## config.mk

```make
export PLATFORM = sky130hd
export DESIGN_NAME = maxpool_2x2
export DESIGN_NICKNAME = d
export VERILOG_FILES = /design/src/rtl/cnn_pkg.sv /design/src/rtl/pool_line_buffer.sv /design/src/rtl/maxpool_2x2.sv
export SDC_FILE = /design/constraint.sdc
export NUM_CORES = 2
export LEC_CHECK = 0
export BUFFER_PORTS_ARGS = -buffer_cell sky130_fd_sc_hd__buf_2
export CAP_MARGIN = 20
export CORE_MARGIN = 10
export CORE_UTILIZATION = 57
export DETAILED_ROUTE_END_ITERATION = 6
export PLACE_DENSITY = 0.75
export REMOVE_ABC_BUFFERS = 1
export SLEW_MARGIN = 20
export SYNTH_ARGS = -nofsm -noshare
export SYNTH_HDL_FRONTEND = slang
export SYNTH_HIERARCHICAL = 1
export SYNTH_SLANG_ARGS = --single-unit
export TNS_END_PERCENT = 10
```

## constraint.sdc

```tcl
create_clock -name clk -period 15.1 [get_ports clk]
set_input_delay 1.51 -clock clk [delete_from_list [all_inputs] [get_ports clk]]
set_output_delay 1.51 -clock clk [all_outputs]
set_load 0.01 [all_outputs]
```

## src/rtl/cnn_pkg.sv

```systemverilog
// ----------------------------------------------------------------------------
// cnn_pkg
// Shared types and helpers for the CNN pixel-stream stages.
//   pix_max      : unsigned max on PIX_MAX_W bits. Callers zero-extend their
//                  operands to PIX_MAX_W and cast the result back to their own
//                  pixel width, so one function serves every stage width
//                  (pixel widths up to PIX_MAX_W bits).
//   pool_phase_e : position of the current pixel inside a 2x2 pooling window,
//                  encoded as {row[0], col[0]}.
// ----------------------------------------------------------------------------
package cnn_pkg;

    localparam int PIX_MAX_W = 32;

    typedef enum logic [1:0] {
        EVEN_ROW_CAPTURE = 2'b00,
        EVEN_ROW_STORE   = 2'b01,
        ODD_ROW_READ     = 2'b10,
        ODD_ROW_EMIT     = 2'b11
    } pool_phase_e;

    function automatic logic [PIX_MAX_W-1:0] pix_max(
        input logic [PIX_MAX_W-1:0] a,
        input logic [PIX_MAX_W-1:0] b
    );
        return (a > b) ? a : b;
    endfunction

    function automatic pool_phase_e pool_phase(
        input logic row_odd,
        input logic col_odd
    );
        return pool_phase_e'({row_odd, col_odd});
    endfunction

endpackage

```

## src/rtl/pool_line_buffer.sv

```systemverilog
// ----------------------------------------------------------------------------
// pool_line_buffer
// Simple dual-port RAM holding the horizontal-pair maxima of one even row.
// Synchronous write, synchronous registered read, no reset, so it maps onto
// block RAM. Read data holds until the next read enable.
// Ports:
//   clk      in   clock
//   wr_en    in   write strobe
//   wr_addr  in   write address
//   wr_data  in   write data
//   rd_en    in   read strobe
//   rd_addr  in   read address
//   rd_data  out  registered read data
// ----------------------------------------------------------------------------
module pool_line_buffer #(
    parameter int WORD_SIZE = 8,
    parameter int DEPTH     = 270,
    parameter int ADDR_W    = (DEPTH > 1) ? $clog2(DEPTH) : 1
) (
    input  logic                 clk,
    input  logic                 wr_en,
    input  logic [ADDR_W-1:0]    wr_addr,
    input  logic [WORD_SIZE-1:0] wr_data,
    input  logic                 rd_en,
    input  logic [ADDR_W-1:0]    rd_addr,
    output logic [WORD_SIZE-1:0] rd_data
);

    logic [WORD_SIZE-1:0] mem [DEPTH];
    logic [WORD_SIZE-1:0] rd_data_q;

    always_ff @(posedge clk) begin
        if (wr_en) begin
            mem[wr_addr] <= wr_data;
        end
        if (rd_en) begin
            rd_data_q <= mem[rd_addr];
        end
    end

    assign rd_data = rd_data_q;

endmodule

```

## src/rtl/maxpool_2x2.sv

```systemverilog
// ----------------------------------------------------------------------------
// maxpool_2x2
// Streaming 2x2 / stride-2 max-pooling of a raster-order pixel stream.
// Horizontal pair maxima of each even row are parked in a half-row line
// buffer and combined with the matching pair of the following odd row, so
// the stage runs in one pass at full input rate with no backpressure.
// Optional feature macro: MAXPOOL_RELU_EN
//   defined   : inputs are signed; negative pixels are clamped to 0 before
//               pairing, so the output is max(0, window max).
//   undefined : plain unsigned max.
// Ports:
//   clk          in   rising-edge clock
//   rst          in   asynchronous active-high reset
//   inputPixel   in   pixel from the convolution stage
//   inputValid   in   inputPixel accepted on this edge
//   outputPixel  out  pooled pixel (registered, holds between strobes)
//   outputValid  out  one-cycle strobe qualifying outputPixel
//   frameDone    out  one-cycle pulse with the last pooled pixel of a frame
//
// phase            | meaning
// EVEN_ROW_CAPTURE | even row, even col: latch pixel into pair register
// EVEN_ROW_STORE   | even row, odd col : write pair max to line buffer
// ODD_ROW_READ     | odd row, even col : latch pixel, start line-buffer read
// ODD_ROW_EMIT     | odd row, odd col  : emit max(pair max, line-buffer data)
// ----------------------------------------------------------------------------
module maxpool_2x2
    import cnn_pkg::*;
#(
    parameter int WORD_SIZE    = 8,
    parameter int ROW_SIZE     = 540,
    parameter int IMAGE_HEIGHT = 360
) (
    input  logic                 clk,
    input  logic                 rst,
    input  logic [WORD_SIZE-1:0] inputPixel,
    input  logic                 inputValid,
    output logic [WORD_SIZE-1:0] outputPixel,
    output logic                 outputValid,
    output logic                 frameDone
);

    // One spare bit so the kept-extent bounds below are representable even
    // when the dimension is a power of two.
    localparam int COL_W     = $clog2(ROW_SIZE + 1);
    localparam int ROW_W     = $clog2(IMAGE_HEIGHT + 1);
    localparam int LB_DEPTH  = ROW_SIZE / 2;
    localparam int LB_ADDR_W = (LB_DEPTH > 1) ? $clog2(LB_DEPTH) : 1;
    localparam int COL_KEEP  = (ROW_SIZE / 2) * 2;
    localparam int ROW_KEEP  = (IMAGE_HEIGHT / 2) * 2;

    localparam logic [COL_W-1:0] COL_LAST      = COL_W'(ROW_SIZE - 1);
    localparam logic [ROW_W-1:0] ROW_LAST      = ROW_W'(IMAGE_HEIGHT - 1);
    localparam logic [COL_W-1:0] COL_KEEP_B    = COL_W'(COL_KEEP);
    localparam logic [ROW_W-1:0] ROW_KEEP_B    = ROW_W'(ROW_KEEP);
    localparam logic [COL_W-1:0] COL_LAST_WIN  = COL_W'(COL_KEEP - 1);
    localparam logic [ROW_W-1:0] ROW_LAST_WIN  = ROW_W'(ROW_KEEP - 1);

    logic [COL_W-1:0]     col_q, col_d;
    logic [ROW_W-1:0]     row_q, row_d;
    logic [WORD_SIZE-1:0] pair_q, pair_d;
    logic [WORD_SIZE-1:0] out_pix_q, out_pix_d;
    logic                 out_valid_q, out_valid_d;
    logic                 frame_done_q, frame_done_d;

    logic [WORD_SIZE-1:0] pix_in;
    logic [WORD_SIZE-1:0] pair_max;
    logic [WORD_SIZE-1:0] window_max;
    logic [WORD_SIZE-1:0] lb_rd_data;
    logic [LB_ADDR_W-1:0] lb_addr;
    logic                 lb_wr_en;
    logic                 lb_rd_en;
    logic                 in_window;
    logic                 last_window;
    pool_phase_e          phase;

`ifdef MAXPOOL_RELU_EN
    // Clamping up front keeps every later comparison on non-negative values,
    // so the unsigned pix_max stays correct for signed input.
    assign pix_in = inputPixel[WORD_SIZE-1] ? '0 : inputPixel;
`else
    assign pix_in = inputPixel;
`endif

    assign pair_max   = WORD_SIZE'(pix_max(PIX_MAX_W'(pair_q), PIX_MAX_W'(pix_in)));
    assign window_max = WORD_SIZE'(pix_max(PIX_MAX_W'(pair_max), PIX_MAX_W'(lb_rd_data)));

    assign phase       = pool_phase(row_q[0], col_q[0]);
    // The trailing column/row of an odd dimension falls outside every window.
    assign in_window   = (col_q < COL_KEEP_B) && (row_q < ROW_KEEP_B);
    assign last_window = (col_q == COL_LAST_WIN) && (row_q == ROW_LAST_WIN);
    // Reads happen only on odd rows and writes only on even rows, so one
    // address serves both ports without collision.
    assign lb_addr     = LB_ADDR_W'(col_q >> 1);

    always_comb begin
        col_d        = col_q;
        row_d        = row_q;
        pair_d       = pair_q;
        out_pix_d    = out_pix_q;
        out_valid_d  = 1'b0;
        frame_done_d = 1'b0;
        lb_wr_en     = 1'b0;
        lb_rd_en     = 1'b0;

        if (inputValid) begin
            if (col_q == COL_LAST) begin
                col_d = '0;
                row_d = (row_q == ROW_LAST) ? '0 : row_q + 1'b1;
            end else begin
                col_d = col_q + 1'b1;
            end

            if (in_window) begin
                unique case (phase)
                    EVEN_ROW_CAPTURE: begin
                        pair_d = pix_in;
                    end
                    EVEN_ROW_STORE: begin
                        lb_wr_en = 1'b1;
                    end
                    ODD_ROW_READ: begin
                        pair_d   = pix_in;
                        lb_rd_en = 1'b1;
                    end
                    ODD_ROW_EMIT: begin
                        out_pix_d    = window_max;
                        out_valid_d  = 1'b1;
                        frame_done_d = last_window;
                    end
                endcase
            end
        end
    end

    always_ff @(posedge clk or posedge rst) begin
        if (rst) begin
            col_q        <= '0;
            row_q        <= '0;
            pair_q       <= '0;
            out_pix_q    <= '0;
            out_valid_q  <= 1'b0;
            frame_done_q <= 1'b0;
        end else begin
            col_q        <= col_d;
            row_q        <= row_d;
            pair_q       <= pair_d;
            out_pix_q    <= out_pix_d;
            out_valid_q  <= out_valid_d;
            frame_done_q <= frame_done_d;
        end
    end

    pool_line_buffer #(
        .WORD_SIZE (WORD_SIZE),
        .DEPTH     (LB_DEPTH),
        .ADDR_W    (LB_ADDR_W)
    ) u_line_buffer (
        .clk     (clk),
        .wr_en   (lb_wr_en),
        .wr_addr (lb_addr),
        .wr_data (pair_max),
        .rd_en   (lb_rd_en),
        .rd_addr (lb_addr),
        .rd_data (lb_rd_data)
    );

    assign outputPixel = out_pix_q;
    assign outputValid = out_valid_q;
    assign frameDone   = frame_done_q;

endmodule

```

* Word level (Yosys, flattened, before mapping) *
Memories as Yosys holds them, arrays and structs flattened. A register that Yosys moved wholly into a read port is not among the register bits.
Index checks and enable logic that the tools add are counted.

word-level totals
  RAM bits = 2,160
  register bits after elaboration = 37
  memory bits (read-only) = 0
  memories = 1
  latch bits = 0
  word-level logic and storage cells = 43

cells by class
  shifts and indexed selects = 0
  eq/ne operators = 5
  mux-type cells = 18
  divide/modulo/power cells = 0
  bitwise operators = 0
  add/sub/neg operators = 2
  $lt $le $gt $ge = 4
  multiply operators = 0
  reduce and logical (&&, ||, !) cells = 7

memory list
  name               words  width  read ports  clocked after memory_dff  wr ports  RTL line                text
  u_line_buffer.mem  270    8      1           1                         1         pool_line_buffer.sv:29  logic [WORD_SIZE-1:0] mem [DEPTH];

operators by type and width
  kind                   number
  $gt 8x8->1             2
  $mux 8                 2
  $mux 1                 14
  $add 10x1->10 const B  1
  $eq 10x10->1 const B   1
  $lt 10x10->1 const B   1
  $mux 10                1
  $add 9x1->9 const B    1
  $eq 9x9->1 const B     1
  $lt 9x9->1 const B     1
  $mux 9                 1
  $reduce_and 3->1       2
  $eq 2x2->1 const B     2
  $eq 2x1->1 const B     1
  $logic_and 1x1->1      2
  $logic_not 2->1        1
  $reduce_and 2->1       1
  $reduce_or 2->1        1

* Logic depth before layout (Yosys ltp) *
  depth in word-level cells = 6
  mapped depth = 17
  gate-level depth less buffers = 14

* Modules after synthesis *
Netlist, hierarchy kept.

modules (own cells, without submodules)
  module            instances  area each (sq um)  sequential area each (sq um)  cells each
  pool_line_buffer  1          83,859.2           65,102.4                      4,034
  maxpool_2x2       1          2,278.4            925.9                         257

* Worst setup path before layout *
Ideal clock, no wire load.

  path type = input port to flip-flop
  start = in inputPixel[7]
  end = reg out_pix_q[0], in the netlist outputPixel[0]
  required time = 14.974 ns
  setup time = 0.126 ns
  slack = -0.942 ns
  arrival = 15.916 ns
  stages on the path = 17
  cells stage by stage = inv_1 > ha_1 > nand2_1 > o211ai_1 > o31ai_1 > or2_2 > clkbuf_1 > clkbuf_1 > o21ai_0 > ha_1 > nor2b_1 > o211ai_1 > a21oi_1 > o22a_1 > clkbuf_1 > o21ai_0 > o21ai_0

between the ends
  longest elaborated chain between the ends = 4

ends and longest elaborated chain
  element                RTL line            text
  start, declared        maxpool_2x2.sv:35   input logic [WORD_SIZE-1:0] inputPixel,
  $gt 8x8->1             cnn_pkg.sv:26       return (a > b) ? a : b;
  $mux 8                 cnn_pkg.sv:26
  named net pair_max[1]  maxpool_2x2.sv:66   logic [WORD_SIZE-1:0] pair_max;
  $gt 8x8->1             cnn_pkg.sv:26
  $mux 8                 cnn_pkg.sv:26
  end signal, assigned   maxpool_2x2.sv:147  out_pix_q <= out_pix_d;
  end, declared          maxpool_2x2.sv:61   logic [WORD_SIZE-1:0] out_pix_q, out_pix_d;

The timed path passes the listed nets, and every way through them passes these cells.
A chain may end at the register's enable or synchronous reset.

* Worst setup path after layout *
  start = reg col_q[1]
  end = reg u_line_buffer.rd_data_q[3], in the netlist u_line_buffer/rd_data[3], read port of u_line_buffer.mem, data pin

between the ends
  longest elaborated chain between the ends = 4

ends and longest elaborated chain
  element                 RTL line                text
  start, declared         maxpool_2x2.sv:58       logic [COL_W-1:0] col_q, col_d;
  start signal, assigned  maxpool_2x2.sv:144      col_q <= col_d;
  $lt 10x10->1            maxpool_2x2.sv:89       assign in_window = (col_q < COL_KEEP_B) && (row_q < ROW_KEEP_B);
  $logic_and 1x1->1       maxpool_2x2.sv:89
  $mux 1                  maxpool_2x2.sv:113      if (in_window) begin
  $mux 1                  maxpool_2x2.sv:105      if (inputValid) begin
  end, declared           pool_line_buffer.sv:30  logic [WORD_SIZE-1:0] rd_data_q;

Several ways; a longest one is shown, not always the timed one.

==> out/summary.txt <==
Status = finished, final reports clean
Clock power share = 29.7%
Final #Nets = 4362
Mapped Area = 0.0861 mm²
Routed Antenna Nets = 0
Slowest cell on the critical path = dfrtp_4
Die area = 0.167 mm²
Worst Tran Pin Value = 1.19 ns
Buf+Inv Stages, Crit Path = 3
CTS clk-pin slew, worst paths = 0.06 ns
Fin crit period = 5.78 ns
Period utilization = 38.3%
Post-route setup TNS = 0 ns
R2R Path Start = col_q[1]
Buffers on Ports = 20
Critical path class = flop to flop
First-pass GRT wire length = 289000 µm
Mean Syn Cell Area = 20.1 µm²
Die Wd = 409 µm
Die height = 409 µm
Leak Pwr = 29.5 nW
H-tree depth = 4
Fillcell total = 9814
Clk Tree Root Cell = clkbuf_16
Ports = 21
Initial core utilization = 57.4%
# resized after CTS = 0
CP max FO = 99
Min Hold Slack = 0.473 ns
DP HPWL = 112000 µm
Register area share after synthesis = 76.7%
Pwr dens = 175 mW/mm²
Area grow syn2layout = 9.95%
Via density = 6.55
Sw Share = 29.6%
Final Slew Violations = 0
NetSw = 4.89 mW
Internal = 11.6 mW
Sink Count = 2205
Congestion Overflow GR = 0
Largest net degree at the start of global routing = 271
Layout cells sized above 1 = 21.1%
Synth unique cells = 58
CTS buffer count = 203
Max Cap Viol = 0
Most frequent cells in the layout = edfxtp_1, mux4_2, nor2_1
Vias in the first global route = 42888
# setup viols final = 0
Post-synth ARST share = 1.68%
Worst hold path class = flop to flop
Core box area = 0.150 mm²
Initial antenna violation count = 3
WP data required = 15.62 ns
Hold_buf cts = 0
Clock skew = 0.0244 ns
Iter 0 DRT Violations = 5693
Routability congestion estimate = 0.853
Post-CTS Setup Repair Bufs = 0
Crit-path leading delay family = buffers and inverters
Worst setup EP type = flop
Crit path from = col_q[1]
Max Buffers Root-to-Sink = 3
Via count = 42709
Max VDD drop = 0.000137 V
Combinational share of power = 26.0%
EDFF count, synth = 2168
Row Count = 142
WL final = 193000 µm
Hold Crit Start = outputPixel[4]
Fin util = 63.2%
# DRC = 0
Arr. time, crit path = 6.30 ns
Crit-path cells = buf_12 -> buf_4 -> buf_4 -> mux4_2 -> a32oi_1 -> a41oi_1 -> nor4_1 -> a32oi_1
Crit path largest cell delay = 0.93 ns
Startpoint types = flop
Flops & latches, synth = 2205
Ys flop type = edfxtp_1
Sequential Power Share = 44.3%
RSZ-0062 raised after global routing = false
Commonest non-fill, non-tap cell in the layout = edfxtp_1
Max-slew headroom = 20.8%
CTS tree = built
Per-cell routed wire length = 29.6 µm
Synth warnings = 6
Worst skew pair latency = 0.83 ns
Mapped Cells = 4291
Max Clk Rate = 0.173 GHz
GRT Resource Usage Total = 23.0%
Drt pass-1 iters = 6
Hold Vio Cnt, Final = 0
cell families (layout without fill, tap and decap cells):
group | after synthesis | in the layout | share of synthesized area (%)
compound gates | 471 | 471 | 3.68
xor+xnor | 9 | 9 | 0.0915
fa+ha+maj | 18 | 18 | 0.261
buf+inv | 285 | 497 | 1.61
flops | 2205 | 2205 | 76.7
mux | 632 | 632 | 14.4
other cells | 0 | 1 | 0
simple gates | 671 | 671 | 3.34
synth_stat cells (all sizes together) (54+ instances only):
| master | number | area share [%] |
|---|---|---|
| mux2i | 84 | 0.98 |
| mux4 | 476 | 12 |
| buf | 124 | 0.91 |
| clkbuf | 132 | 0.58 |
| a21oi | 95 | 0.55 |
| edfxtp | 2168 | 76 |
| nor2 | 326 | 1.4 |
| mux2 | 72 | 0.94 |
| a22oi | 142 | 1.2 |
| o22ai | 65 | 0.47 |
| nor3 | 54 | 0.32 |
| nand2 | 185 | 0.81 |
final cells by class:
| class | instances | area [µm²] | area share (%) |
|---|---|---|---|
| sequential | 2205 | 66000 | 69.7 |
| multi-input combinational | 1801 | 18800 | 19.9 |
| clock buffer | 263 | 5350 | 5.65 |
| tap | 2016 | 2520 | 2.66 |
| clock inverter | 112 | 1000 | 1.06 |
| timing repair buffer | 93 | 845 | 0.892 |
| inverter | 29 | 116 | 0.123 |
| antenna | 1 | 2.50 | 0.00264 |
power by group through the flow:
| stage | Sequential [mW] | Clock [mW] | Combinational [mW] |
|---|---|---|---|
| final | 7.32 | 4.91 | 4.30 |
| after global routing | 7.33 | 5.23 | 4.57 |
| after CTS | 7.33 | 4.98 | 4.28 |
| after detailed placement | 7.46 | 0 | 4.27 |
| after global placement | 7.45 | 0 | 4.19 |
| after floorplan | 8.21 | 0 | 4.01 |
through the flow:
stage / setup WS [ns] / area [µm²] / cells / power [mW]
3_5_place_dp: 8.50 / 88200 / 6140 / 11.7
6_report: 9.32 / 94700 / 6520 / 16.5
5_1_grt: 8.91 / 94700 / 6520 / 17.1
2_1_floorplan: -13.06 / 84900 / 4035 / 12.2
3_3_place_gp: 8.75 / 88200 / 6140 / 11.6
4_1_cts: 9.28 / 94600 / 6515 / 16.6
metal layers:
layer / GRT usage (%) / up-vias / part of all wire [%]
met1: 32.3 / 22268 / 38
met2: 35.6 / 2340 / 48
li1: - / 17712 / -
met5: 0 / - / 0.0041
met4: 7.97 / 2 / 3.5
met3: 5.61 / 387 / 10
worst min-delay path, stage by stage, from the launching register on:
cell     delay (ns)
dfrtp_1        0.34
nand2_1        0.04
o21ai_0        0.05
final timing paths:
kind	endpoint	slack (ns)	cells after the start
hold / removal	outputPixel[4]	0.47	2
setup reg to reg	u_line_buffer/rd_data[3]	9.32	8
setup / recovery	u_line_buffer/rd_data[3]	9.32	8
max in group asynchronous	col_q[2]	13.69	2
hold reg to reg	outputPixel[4]	0.47	2
min in group asynchronous	pair_q[5]	0.83	2
sequential cells by signal, indices dropped and copies added, names as in the netlist:
register / cells
row_q: 9
u_line_buffer/mem: 2160
col_q: 10
u_line_buffer/rd_data: 8
outputPixel: 8
frameDone: 1
outputValid: 1
pair_q: 8
No activity file was read; power rests on OpenSTA's default activity.
